<file path="config.mk">
export PLATFORM = sky130hd
export DESIGN_NAME = branch_resolve_queue
export DESIGN_NICKNAME = d
export VERILOG_FILES = /design/src/rtl/branch_resolve_queue.sv
export SDC_FILE = /design/constraint.sdc
export NUM_CORES = 1
export LEC_CHECK = 0
export CAP_MARGIN = 10
export CORE_UTILIZATION = 40
export CTS_CLUSTER_SIZE = 10
export DETAILED_ROUTE_END_ITERATION = 7
export GPL_TIMING_DRIVEN = 0
export SLEW_MARGIN = 10
export SYNTH_ARGS = -nofsm -noshare
export SYNTH_HDL_FRONTEND = slang
export SYNTH_SLANG_ARGS = --single-unit
</file>
<file path="constraint.sdc">
create_clock -name clk -period 4.7 [get_ports clk]
set_input_delay 0.94 -clock clk [delete_from_list [all_inputs] [get_ports clk]]
set_output_delay 0.94 -clock clk [all_outputs]
set_load 0.05 [all_outputs]
</file>
<file path="src/rtl/branch_resolve_queue.sv">
// -----------------------------------------------------------------------------
// branch_resolve_queue
//
// Tracks in-flight predicted branches between the IF-stage gshare predictor and
// the EX stage. IF pushes one prediction record per branch. The records are
// resolved strictly in program order. Each accepted resolve produces a
// registered PHT/GHR training pulse. A misprediction also produces a registered
// fetch redirect and kills every younger record still in the queue.
//
// Optional feature macro: BRQ_PERF_EN adds two saturating performance counters
// (perf_branches, perf_mispredicts).
//
// Ports
//   clk, rst_n        rising-edge clock, synchronous active-low reset
//   if_push_valid     IF offers a prediction record
//   if_push_ready     queue not full
//   if_pc             branch PC
//   if_pred_taken     predicted direction
//   if_pht_idx        PHT index used for the prediction
//   if_pred_target    predicted target (only meaningful when predicted taken)
//   ex_resolve_valid  EX resolves the oldest in-flight branch
//   ex_taken          actual direction
//   ex_target         actual taken target
//   ext_flush         trap/exception kill of all in-flight records
//   ex_update_en      training strobe (1-cycle pulse)
//   ex_actual_taken   training direction
//   pht_idx_ex        training PHT index
//   redirect_valid    fetch redirect strobe (1-cycle pulse)
//   redirect_pc       corrected fetch PC
//   resolve_err       sticky: resolve arrived while the queue was empty
//   count             current occupancy
//   perf_branches     (BRQ_PERF_EN) accepted resolves, saturating
//   perf_mispredicts  (BRQ_PERF_EN) mispredicts, saturating
// -----------------------------------------------------------------------------
module branch_resolve_queue #(
   parameter int DEPTH    = 4,
   parameter int PHT_BITS = 5
) (
   input  logic                      clk,
   input  logic                      rst_n,
   input  logic                      if_push_valid,
   output logic                      if_push_ready,
   input  logic [31:0]               if_pc,
   input  logic                      if_pred_taken,
   input  logic [PHT_BITS-1:0]       if_pht_idx,
   input  logic [31:0]               if_pred_target,
   input  logic                      ex_resolve_valid,
   input  logic                      ex_taken,
   input  logic [31:0]               ex_target,
   input  logic                      ext_flush,
   output logic                      ex_update_en,
   output logic                      ex_actual_taken,
   output logic [PHT_BITS-1:0]       pht_idx_ex,
   output logic                      redirect_valid,
   output logic [31:0]               redirect_pc,
   output logic                      resolve_err,
   output logic [$clog2(DEPTH):0]    count
`ifdef BRQ_PERF_EN
   ,
   output logic [31:0]               perf_branches,
   output logic [31:0]               perf_mispredicts
`endif
);

   localparam int AW = $clog2(DEPTH);
   localparam int PW = AW + 1;
   localparam logic [PW-1:0] PTR_ONE = PW'(1);

   // Record storage; contents are don't-care until written, so no reset.
   logic [31:0]          pc_mem   [DEPTH];
   logic                 taken_mem[DEPTH];
   logic [PHT_BITS-1:0]  idx_mem  [DEPTH];
   logic [31:0]          tgt_mem  [DEPTH];

   logic [PW-1:0] wr_ptr, rd_ptr, wr_nxt, rd_nxt;
   logic          full, empty;
   logic          res_acc, mispred, pop_ok, push_acc;
   logic [31:0]   head_pc, head_tgt, correct_pc;
   logic          head_taken;
   logic [PHT_BITS-1:0] head_idx;

   logic                upd_vld_p1, taken_p1, redir_vld_p1, err_p1;
   logic [PHT_BITS-1:0] idx_p1;
   logic [31:0]         redir_pc_p1;

   assign full  = (wr_ptr[AW-1:0] == rd_ptr[AW-1:0]) && (wr_ptr[AW] != rd_ptr[AW]);
   assign empty = (wr_ptr == rd_ptr);
   assign count = wr_ptr - rd_ptr;
   assign if_push_ready = !full;

   assign head_pc    = pc_mem[rd_ptr[AW-1:0]];
   assign head_taken = taken_mem[rd_ptr[AW-1:0]];
   assign head_idx   = idx_mem[rd_ptr[AW-1:0]];
   assign head_tgt   = tgt_mem[rd_ptr[AW-1:0]];

   // Flush outranks resolve; a resolve on an empty queue is not accepted.
   assign res_acc = ex_resolve_valid && !empty && !ext_flush;
   // The predicted target only matters for branches that were actually taken.
   assign mispred = res_acc &&
                    ((head_taken != ex_taken) || (ex_taken && (head_tgt != ex_target)));
   assign pop_ok  = res_acc && !mispred;
   assign correct_pc = ex_taken ? ex_target : head_pc + 32'd4;

   // A correct pop frees the slot in the same cycle, so a push is taken even
   // when full; ready deliberately ignores this to stay free of the EX path.
   // Pushes during a mispredict or flush are wrong-path and are dropped.
   assign push_acc = if_push_valid && !ext_flush && !mispred && (!full || pop_ok);

   always_comb begin
      rd_nxt = rd_ptr;
      wr_nxt = wr_ptr;
      if (ext_flush) begin
         wr_nxt = rd_ptr;
      end else if (mispred) begin
         rd_nxt = rd_ptr + PTR_ONE;
         wr_nxt = rd_ptr + PTR_ONE;
      end else begin
         if (res_acc)  rd_nxt = rd_ptr + PTR_ONE;
         if (push_acc) wr_nxt = wr_ptr + PTR_ONE;
      end
   end

   always_ff @(posedge clk) begin
      if (push_acc) begin
         pc_mem[wr_ptr[AW-1:0]]    <= if_pc;
         taken_mem[wr_ptr[AW-1:0]] <= if_pred_taken;
         idx_mem[wr_ptr[AW-1:0]]   <= if_pht_idx;
         tgt_mem[wr_ptr[AW-1:0]]   <= if_pred_target;
      end
   end

   // ---- stage p1: registered training / redirect outputs ----
   always_ff @(posedge clk) begin
      if (!rst_n) begin
         wr_ptr       <= '0;
         rd_ptr       <= '0;
         upd_vld_p1   <= 1'b0;
         taken_p1     <= 1'b0;
         idx_p1       <= '0;
         redir_vld_p1 <= 1'b0;
         redir_pc_p1  <= '0;
         err_p1       <= 1'b0;
      end else begin
         wr_ptr       <= wr_nxt;
         rd_ptr       <= rd_nxt;
         upd_vld_p1   <= res_acc;
         taken_p1     <= res_acc & ex_taken;
         idx_p1       <= res_acc ? head_idx : '0;
         redir_vld_p1 <= mispred;
         redir_pc_p1  <= mispred ? correct_pc : '0;
         if (ex_resolve_valid && empty && !ext_flush)
            err_p1 <= 1'b1;
      end
   end

   assign ex_update_en    = upd_vld_p1;
   assign ex_actual_taken = taken_p1;
   assign pht_idx_ex      = idx_p1;
   assign redirect_valid  = redir_vld_p1;
   assign redirect_pc     = redir_pc_p1;
   assign resolve_err     = err_p1;

`ifdef BRQ_PERF_EN
   function automatic logic [31:0] sat_inc(input logic [31:0] v, input logic en);
      return (en && (v != 32'hFFFF_FFFF)) ? v + 32'd1 : v;
   endfunction

   always_ff @(posedge clk) begin
      if (!rst_n) begin
         perf_branches    <= '0;
         perf_mispredicts <= '0;
      end else begin
         perf_branches    <= sat_inc(perf_branches, res_acc);
         perf_mispredicts <= sat_inc(perf_mispredicts, mispred);
      end
   end
`endif

endmodule

</file>
# --- After elaboration in Yosys (flattened, before gate mapping) ---
# Memories as Yosys holds them, arrays and structs flattened. A register that Yosys moved wholly into a read port is not among the register bits.
# Cells that the tools add are included.
totals:
  wordCells: 59
  mem_bits_rw: 280
  reg_bits: 42
  out_inout_bits: 45
  mem_count: 4
op_classes:
  addsub: 4
  n_bitwise: 2
  mux: 14
  n_reduce_logical: 23
  eq_ne: 5
mem_list:
  columns: ["name", "depth", "word_bits", "rd", "rd_ports_with_merged_regs", "write_ports", "line", "source"]
  rows:
  - ["pc_mem", 4, 32, 1, 1, 1, "70", "logic [31:0] pc_mem [DEPTH];"]
  - ["tgt_mem", 4, 32, 1, 1, 1, "73", "logic [31:0] tgt_mem [DEPTH];"]
  - ["idx_mem", 4, 5, 1, 1, 1, "72", "logic [PHT_BITS-1:0] idx_mem [DEPTH];"]
  - ["taken_mem", 4, 1, 1, 1, 1, "71", "logic taken_mem[DEPTH];"]
ops:
  columns: ["operator", "n"]
  rows:
  - ["$add 32x3->32 const B", 1]
  - ["$mux 32", 1]
  - ["$ne 32x32->1", 1]
  - ["$mux 3", 5]
  - ["$mux 2", 6]
  - ["$logic_and 1x1->1", 11]
  - ["$add 3x1->3 const B", 2]
  - ["$reduce_and 2->1", 3]
  - ["$logic_not 1->1", 5]
  - ["$eq 3x3->1", 1]
  - ["$reduce_bool 3->1", 1]
  - ["$sub 3x3->3", 1]
  - ["$eq 2x2->1", 1]
  - ["$logic_or 1x1->1", 2]
  - ["$mux 1", 2]
  - ["$ne 1x1->1", 2]
  - ["$reduce_bool 2->1", 1]
  - ["$and 1x1->1", 1]
  - ["$not 1->1", 1]

# --- Longest topological paths before layout ---
# Gate-level depths: netlist (run 1).
depth:
  word_depth: 12
  mapped_depth: 12
  ltp_nobuf: 9

# --- Worst setup path before layout (run 1) ---
# OpenSTA, ideal clock, no wires.
synth_timing:
  path_type: "register to register"
  from: "reg with a tool-made name"
  to: "mem idx_mem[0][0], enable pin"
  n_path_buf: 2
  required_ns: 4.264
  period_less_slack_ns: 4.452
  arrival_time_ns: 4.016
  path_stages_with_launch: 10
  path_slack_ns: 0.248
  setup_ns: 0.436
  path_cell_list: "dfxtp_1 buf_6 buf_12 mux4_2 xnor2_2 or3b_1 nor4_2 nand4_2 a21oi_4 and3_1"
synth_lines:
  columns: ["element", "line"]
  rows:
  - ["end, declared", "72"]

==> results of run 1 <==
-- Yosys cell counts (all sizes together) (11+ instances only) --
master / count / area (um^2)
o21ai: 12 / 60.1
nor2: 59 / 221
dfxtp: 49 / 981
inv: 21 / 78.8
a21oi: 34 / 181
and2: 11 / 68.8
mux2i: 36 / 360
edfxtp: 280 / 8410
xor2: 17 / 149
nand2: 26 / 97.6
nand3: 12 / 60.1
buf: 21 / 141
xnor2: 42 / 375
and3: 15 / 93.8
mux4: 59 / 1330
-- critical path, cell delays in order (launching register included) --
cell	delay, ns
dfxtp_1	0.41
buf_2	0.30
buf_2	0.39
buf_2	0.35
buf_2	0.35
mux4_2	0.37
nor2_1	0.33
a21oi_1	0.21
a21oi_4	0.42
and3_4	0.48
buf_16	0.27
-- what timing repair did --
action / 4_1_cts / 5_1_grt
setup buffers: 0 / 3
gates resized for setup: 0 / 2
setup endpoints to repair: 0 / 195
-- final timing paths --
| path | from | cells past startpoint | endpoint |
|---|---|---|---|
| max | flop | 10 | pc_mem[0][7] |
| min | resolve_err | 2 | resolve_err |
| max reg2reg | flop | 10 | pc_mem[0][7] |
| min reg2reg | resolve_err | 2 | resolve_err |
-- routing by layer --
layer / track usage, % / part of all wire (%) / routed length (um) / up-vias
met3: 3.58 / 6.2 / 2050 / 44
met1: 26.8 / 44 / 14600 / 3925
met5: 0 / 0.039 / 13 / -
met2: 31.6 / 47 / 15700 / 256
li1: - / - / - / 3452
met4: 5.90 / 2.2 / 726 / 2
-- sequential cells by signal, summed over array words and instances (netlist names), 3 cells and up, named ones only --
signal       count
taken_mem        4
idx_mem         20
tgt_mem        128
redirect_pc     32
wr_ptr           3
pht_idx_ex       5
rd_ptr           3
pc_mem         128
-- area by class of cell --
type / instances / area (um^2) / area share, %
multi-input cells: 405 / 3720 / 22.3
plain buffers: 30 / 175 / 1.05
repair buffers: 158 / 1640 / 9.80
well taps: 442 / 553 / 3.31
clock inverters: 2 / 12.5 / 0.0749
flip-flops and latches: 329 / 9390 / 56.2
clock buffers: 69 / 1140 / 6.83
inverters: 21 / 78.8 / 0.472
-- power breakdown --
| part | internal, mW | leakage (nW) | switching, mW |
|---|---|---|---|
| Sequential | 3.28 | 2.94 | 0.0303 |
| Combinational | 0.367 | 1.91 | 0.486 |
| Clock | 1.63 | 0.548 | 1.09 |
-- kinds of logic (layout without fill, tap and decap cells) --
group                      count (synthesis)  in the layout  synth area share, %
buffers and inverters                     51            280                 1.91
AOI/OAI and AO/OA                         71             71                 3.44
muxes                                     98             98                 13.0
and+or+nand+nor                          164            168                 6.29
DFF                                      329            329                 70.5
adders and majority gates                  9              9                0.903
xor gates and xnor gates                  59             59                 3.94
==> out/qor.yml, run 1 <==
critPathKind: "reg2reg"
place_congestion: 0.840
drc: 0
endpoint_kind: "flop"
fin_skew_ns: 0.0145
synthFlopType: "edfxtp_1"
insertion_delay_ns: 0.51
power.total_mw: 6.89
finalInstanceArea_um2: 16700
async_reset_ff_share_pct: 0
relSlewSlack_pct: 18.8
post-place-ws_ns: -0.194
grt_pass1_wl_mm: 47.8
io_buffers: 151
placedInstanceArea_um2: 15500
grt_overflow_total: 0
synth_cell_types: 58
tightest_slew_ns: 1.21
finalWorstSetupSlack_ns: 0.408
crit_fanout: 41
status: "completed"
die_area_um2: 34000
ys_ff_latch: 329
synthCells: 781
cts_max_level: 2
grt_pass1_vias: 7676
final_cell_mix: "edfxtp_1 (280), clkdlybuf4s50_1 (151), nor2_1 (59)"
tns_ns: 0
grt_max_degree: 44
grt.total_usage_pct: 19.5
final_nets: 1101
drv_cap: 0
wl_per_cell_um: 22.7
numCtsBuffers: 39
fillers: 2751
clock_sinks: 329
required_ns: 4.88
p_leak_nw: 5.40
num_io_pins: 153
cp.arrival_ns: 4.47
worstSetupStartpointType: "flop"
p_per_area_nw_per_um2: 412
synth_edf_count: 280
die_x_um: 184
initial_core_util_pct: 40.8
clkSlewWorstSetupHoldPaths_ns: 0.06
finalHoldViolations: 0
clockBufferDepth: 3
slew_violations: 0
first_pass_iters: 5
ant_nets: 0
ir_drop_mv: 0.223
routed_wl_mm: 33.1
yosysSeqAreaShare_pct: 70.5
final_cells: 1456
hold_path.class: "reg2reg"
cts-root-buf: "clkbuf_16"
die_height_um: 184
vias: 7679
yosysWarnings: 0
whs_ns: 0.522
syn_nets: 898
utilization_pct: 51.2
rows: 66
hpwl_mm: 22.4
cts_hold_buf: 0
diodes: 0
drive_above_1_share_pct: 14.9
core_um2: 32600
final.period_utilization_pct: 91.3
antenna_found_initial: 1
area_delta_synth_final_pct: 25.5
period_minus_slack_ns: 4.29
synth_area_um2: 13300
final_common_cell: "edfxtp_1"
post_drt_via_cell_ratio: 5.27
setup-violations-final: 0
drtIter0Drc: 679
dp.cells: 1378
grt_setup_unrepaired: "false"
syn_area_per_cell_um2: 17.0
cts_tree: "done"
reg2reg_setup_slack_ns: 0.41
clock.fmax_mhz: 233
No activity file was read; power rests on OpenSTA's default activity.
==> run 2: changes to the inputs <==
SKIP_LAST_GASP = 1   (was unset)
==> results of run 2 <==
Final layout, timing and power as in run 1 (identical DEF).
==> run 3: changes to the inputs <==
GPL_ROUTABILITY_DRIVEN = 0   (was unset)
==> results of run 3 <==
Final layout, timing and power as in run 1 (identical DEF).
==> RTL change 1, RTL diff (config.mk and constraints of run 3) <==
Change the parameter `PHT_BITS` from 5 to 10.
--- a/src/rtl/branch_resolve_queue.sv
+++ b/src/rtl/branch_resolve_queue.sv
@@ -34,7 +34,7 @@
 // -----------------------------------------------------------------------------
 module branch_resolve_queue #(
    parameter int DEPTH    = 4,
-   parameter int PHT_BITS = 5
+   parameter int PHT_BITS = 10
 ) (
    input  logic                      clk,
    input  logic                      rst_n,
Interface: changed (resized if_pht_idx and pht_idx_ex); port bits go from 153 to 163. The function was not compared with the original's and may differ.
==> RTL change 1 against run 3 <==
Synthesized area rose by 6.8%. Maximum frequency fell by 5.7%. Total power increased by 7.1%. Setup slack worse by 0.26 ns. Cell count rose by 3.2%. Die area rose by 6.7%. Clock power grew 7.3%. Register-to-register slack lost 0.05 ns. Non-clock buffer count grew 14. Synthesized cell count increased by 2.2%. Sequential cell count is 25 higher. Design area rose by 6.6%. Core utilization grew 0.085 points. Wire length up 8.0%. Largest cell class unchanged.
==> RTL change 1: results (changes against run 3) <==
place:
  portBuffers: 162  # +7.3%
  placed_cells: 1420  # +3.0%
cts:
  clk_latency_ns: 0.54  # +0.03 ns
  cts_made_buffers: 42  # +7.7%
global_routing:
  grt_pass1_wl_mm: 50.38  # +5.3%
  grt_max_degree: 46  # +4.5%
  antenna_found_initial: 3  # +2
yosys:
  synthMuxAreaShare: 0.1259  # -0.003856
  synthAdderAreaFrac: 0.008451  # -0.0005744
  synth.net_count: 920  # +2.4%
  synth_edf_count: 300  # +7.1%
  synth_cells: 798  # +2.2%
  seq_area_frac_synth: 0.7099  # +0.004397
status:
  status: "completed"
critical_path:
  crit_type: "input port to flop"
  worst_r2r_path_depth: 11  # +1
  cpPeakStageDelay_ns: 0.66  # +0.18 ns
cells_and_area:
  stdcell_count: 1502  # +3.2%
  drive_gt1_frac: 0.1560  # +0.007066
  nFillCells: 2899  # +5.4%
  fin_util: 0.5130  # +0.0008500
routing:
  avgRoutedWirePerCell_um: 23.78  # +4.7%
  drt_iter0_markers: 692  # +1.9%
power_and_ir_drop:
  p_int_mw: 5.645  # +6.9%
  total_leakage_power_nw: 5.758  # +6.7%
  ir_worst_vdd_mv: 0.2498  # +12%
timing:
  hold_ws_ns: 0.5090  # -0.01291 ns
-- RTL change 1: changes by cell type in the layout (fill, tap and decap cells not counted), moves of 5 or more --
cell and delta:
xor2_1 +11, dfxtp_1 +5, nor2_1 -11, mux4_2 +5, clkdlybuf4s50_1 +11, buf_2 -6
a211oi_1 +11, o21ai_0 -9, and2_1 -5, mux2i_1 -5, a21oi_1 -10, clkbuf_1 +7
edfxtp_1 +20
-- RTL change 1: final cells by class --
cell class              instances  area share
multi-input cells             394      0.2167
plain buffers                  35     0.01370
well taps                     455     0.03197
clock buffers                  74     0.06808
flip-flops and latches        354      0.5665
clock inverters                 3    0.001054
inverters                      18    0.003794
diodes                          2   0.0002810
repair buffers                167     0.09793
-- RTL change 1: routing by layer --
layer	part of all wire	wire [um]	GRT usage	vias up
met4	0.018	659	0.05600	2
li1	-	-	-	3574
met1	0.44	15660	0.2684	4027
met5	0.00036	13	0	-
met3	0.068	2447	0.04288	41
met2	0.47	16940	0.3060	269
==> RTL change 2, RTL diff (config.mk and constraints of run 3) <==
Made on the original files. Remove the register `redir_pc_p1`: a continuous assignment takes its place, so the output `redirect_pc` follows one clock earlier.
--- a/src/rtl/branch_resolve_queue.sv
+++ b/src/rtl/branch_resolve_queue.sv
@@ -138,7 +138,6 @@
          taken_p1     <= 1'b0;
          idx_p1       <= '0;
          redir_vld_p1 <= 1'b0;
-         redir_pc_p1  <= '0;
          err_p1       <= 1'b0;
       end else begin
          wr_ptr       <= wr_nxt;
@@ -147,11 +146,12 @@
          taken_p1     <= res_acc & ex_taken;
          idx_p1       <= res_acc ? head_idx : '0;
          redir_vld_p1 <= mispred;
-         redir_pc_p1  <= mispred ? correct_pc : '0;
          if (ex_resolve_valid && empty && !ext_flush)
             err_p1 <= 1'b1;
       end
    end
+
+   assign redir_pc_p1 = mispred ? correct_pc : '0;
 
    assign ex_update_en    = upd_vld_p1;
    assign ex_actual_taken = taken_p1;
Formal check against the unedited RTL: not equivalent (a bounded check fails within 4 cycles, from zero or initial values and one cycle with rst_n low).
==> RTL change 2 against run 3 <==
Setup slack got worse by 0.33 ns. Design area fell by 5.9%. Sequential cell count fell by 32. Sequential share of layout area fell by 0.56 points. Wire length fell by 8.4%. Largest cell class unchanged. Total power fell by 10%. Synthesized area fell by 5.9%. Critical path depth did not move. Sequential power fell by 9.1%.
==> RTL change 2: results (changes against run 3) <==
status:
  status: "completed"
timing:
  timing.final.crit_period_ns: 4.626  # +0.3344 ns
  hold_ws_ns: 0.4815  # -0.04042 ns
  skew_ns: 0.01724  # +0.002774 ns
routing:
  routed_wl_mm: 30.28  # -8.4%
  wl_met3_mm: 1.670  # -19%
  m1WireLength_mm: 13.23  # -9.5%
  routed_via_density: 5.369  # +1.8%
  dr_total_vias: 7243  # -5.7%
  drt_iter0_markers: 596  # -12%
place:
  portBuffers: 149  # -1.3%
  placed_cells: 1289  # -6.5%
  place_area_um2: 14640  # -5.6%
  dp_hpwl_mm: 21.07  # -5.9%
  dp_slack_ns: -1.253  # -1.059 ns
power_and_ir_drop:
  pg_seq_mw: 3.01  # -9.1%
  combinationalPowerShare: 0.129  # +0.005
  switching_share: 0.2329  # -0.0006242
critical_path:
  r2r_end: "pc_mem[1][11]"
  slowest_stage: "clkdlybuf4s50_1"
  crit_path_start_kind: "input port"
  endpoint: "redirect_pc[25]"
  r2r_slack_ns: 0.82  # +0.41 ns
global_routing:
  use_met3: 0.03690  # +0.001132
  grtUsageTotal: 0.1941  # -0.001052
  antenna_found_initial: 2  # +1
  grt_pass1_wl_mm: 44.59  # -6.8%
  global_route.usage.met2: 0.3060  # -0.009789
yosys:
  ys_top_cells_by_count: "edfxtp_1, nor2_1, mux4_2"
  yosysUniqueCellTypes: 52  # -10%
  synth.net_count: 857  # -4.6%
  yosys-top-cells-area: "edfxtp_1, mux4_2, mux2i_1, dfxtp_1, xnor2_1"
cells_and_area:
  drive_gt1_frac: 0.1954  # +0.04646
  fin_nets: 1059  # -3.8%
cts:
  cts_made_buffers: 36  # -7.7%
-- RTL change 2: changes by cell type in the layout (fill, tap and decap cells not counted), moves of 5 or more --
| cell | delta |
|---|---|
| a21oi_1 | -6 |
| xor2_1 | +6 |
| clkdlybuf4s50_1 | -37 |
| clkbuf_1 | -18 |
| clkbuf_4 | +5 |
| buf_2 | +11 |
| xnor2_1 | -9 |
| dfxtp_1 | -32 |
| buf_6 | +6 |
| buf_4 | +14 |
-- RTL change 2: layout make-up --
cell class | instances | area [um^2]
antenna | 1 | 2.502
buffer | 33 | 241.5
clock buffer | 44 | 962.2
clock inverter | 4 | 16.27
fill | 2601 | 14950
inverter | 17 | 63.81
multi-input combinational | 392 | 3636
sequential | 297 | 8748
tap | 396 | 495.5
timing repair buffer | 165 | 1558
-- RTL change 2: tightest hold or removal path: stages (launching register included) --
cell and delay (ns):
dfxtp_1 0.33, nor2_1 0.05, nor2_1 0.07
-- RTL change 2: repair_timing --
| item | in CTS | in global routing |
|---|---|---|
| endpoints found under the setup margin | 32 | 11 |
| gates resized for setup | 201 | 14 |
| setup buffers | 1 | 11 |
| pin swaps | 3 | 5 |
-- RTL change 2: cells by family (layout without fill, tap and decap cells) --
group | after synthesis | count (layout) | synth area share
multiplexers | 95 | 95 | 0.1331
other | 0 | 1 | 0
buffers and inverters | 51 | 263 | 0.02087
AO/OA/AOI/OAI | 71 | 71 | 0.03665
XOR/XNOR | 59 | 59 | 0.04125
flip-flops | 297 | 297 | 0.6983
AND/OR/NAND/NOR | 158 | 158 | 0.06022
adder cells (fa/ha/maj) | 9 | 9 | 0.009588
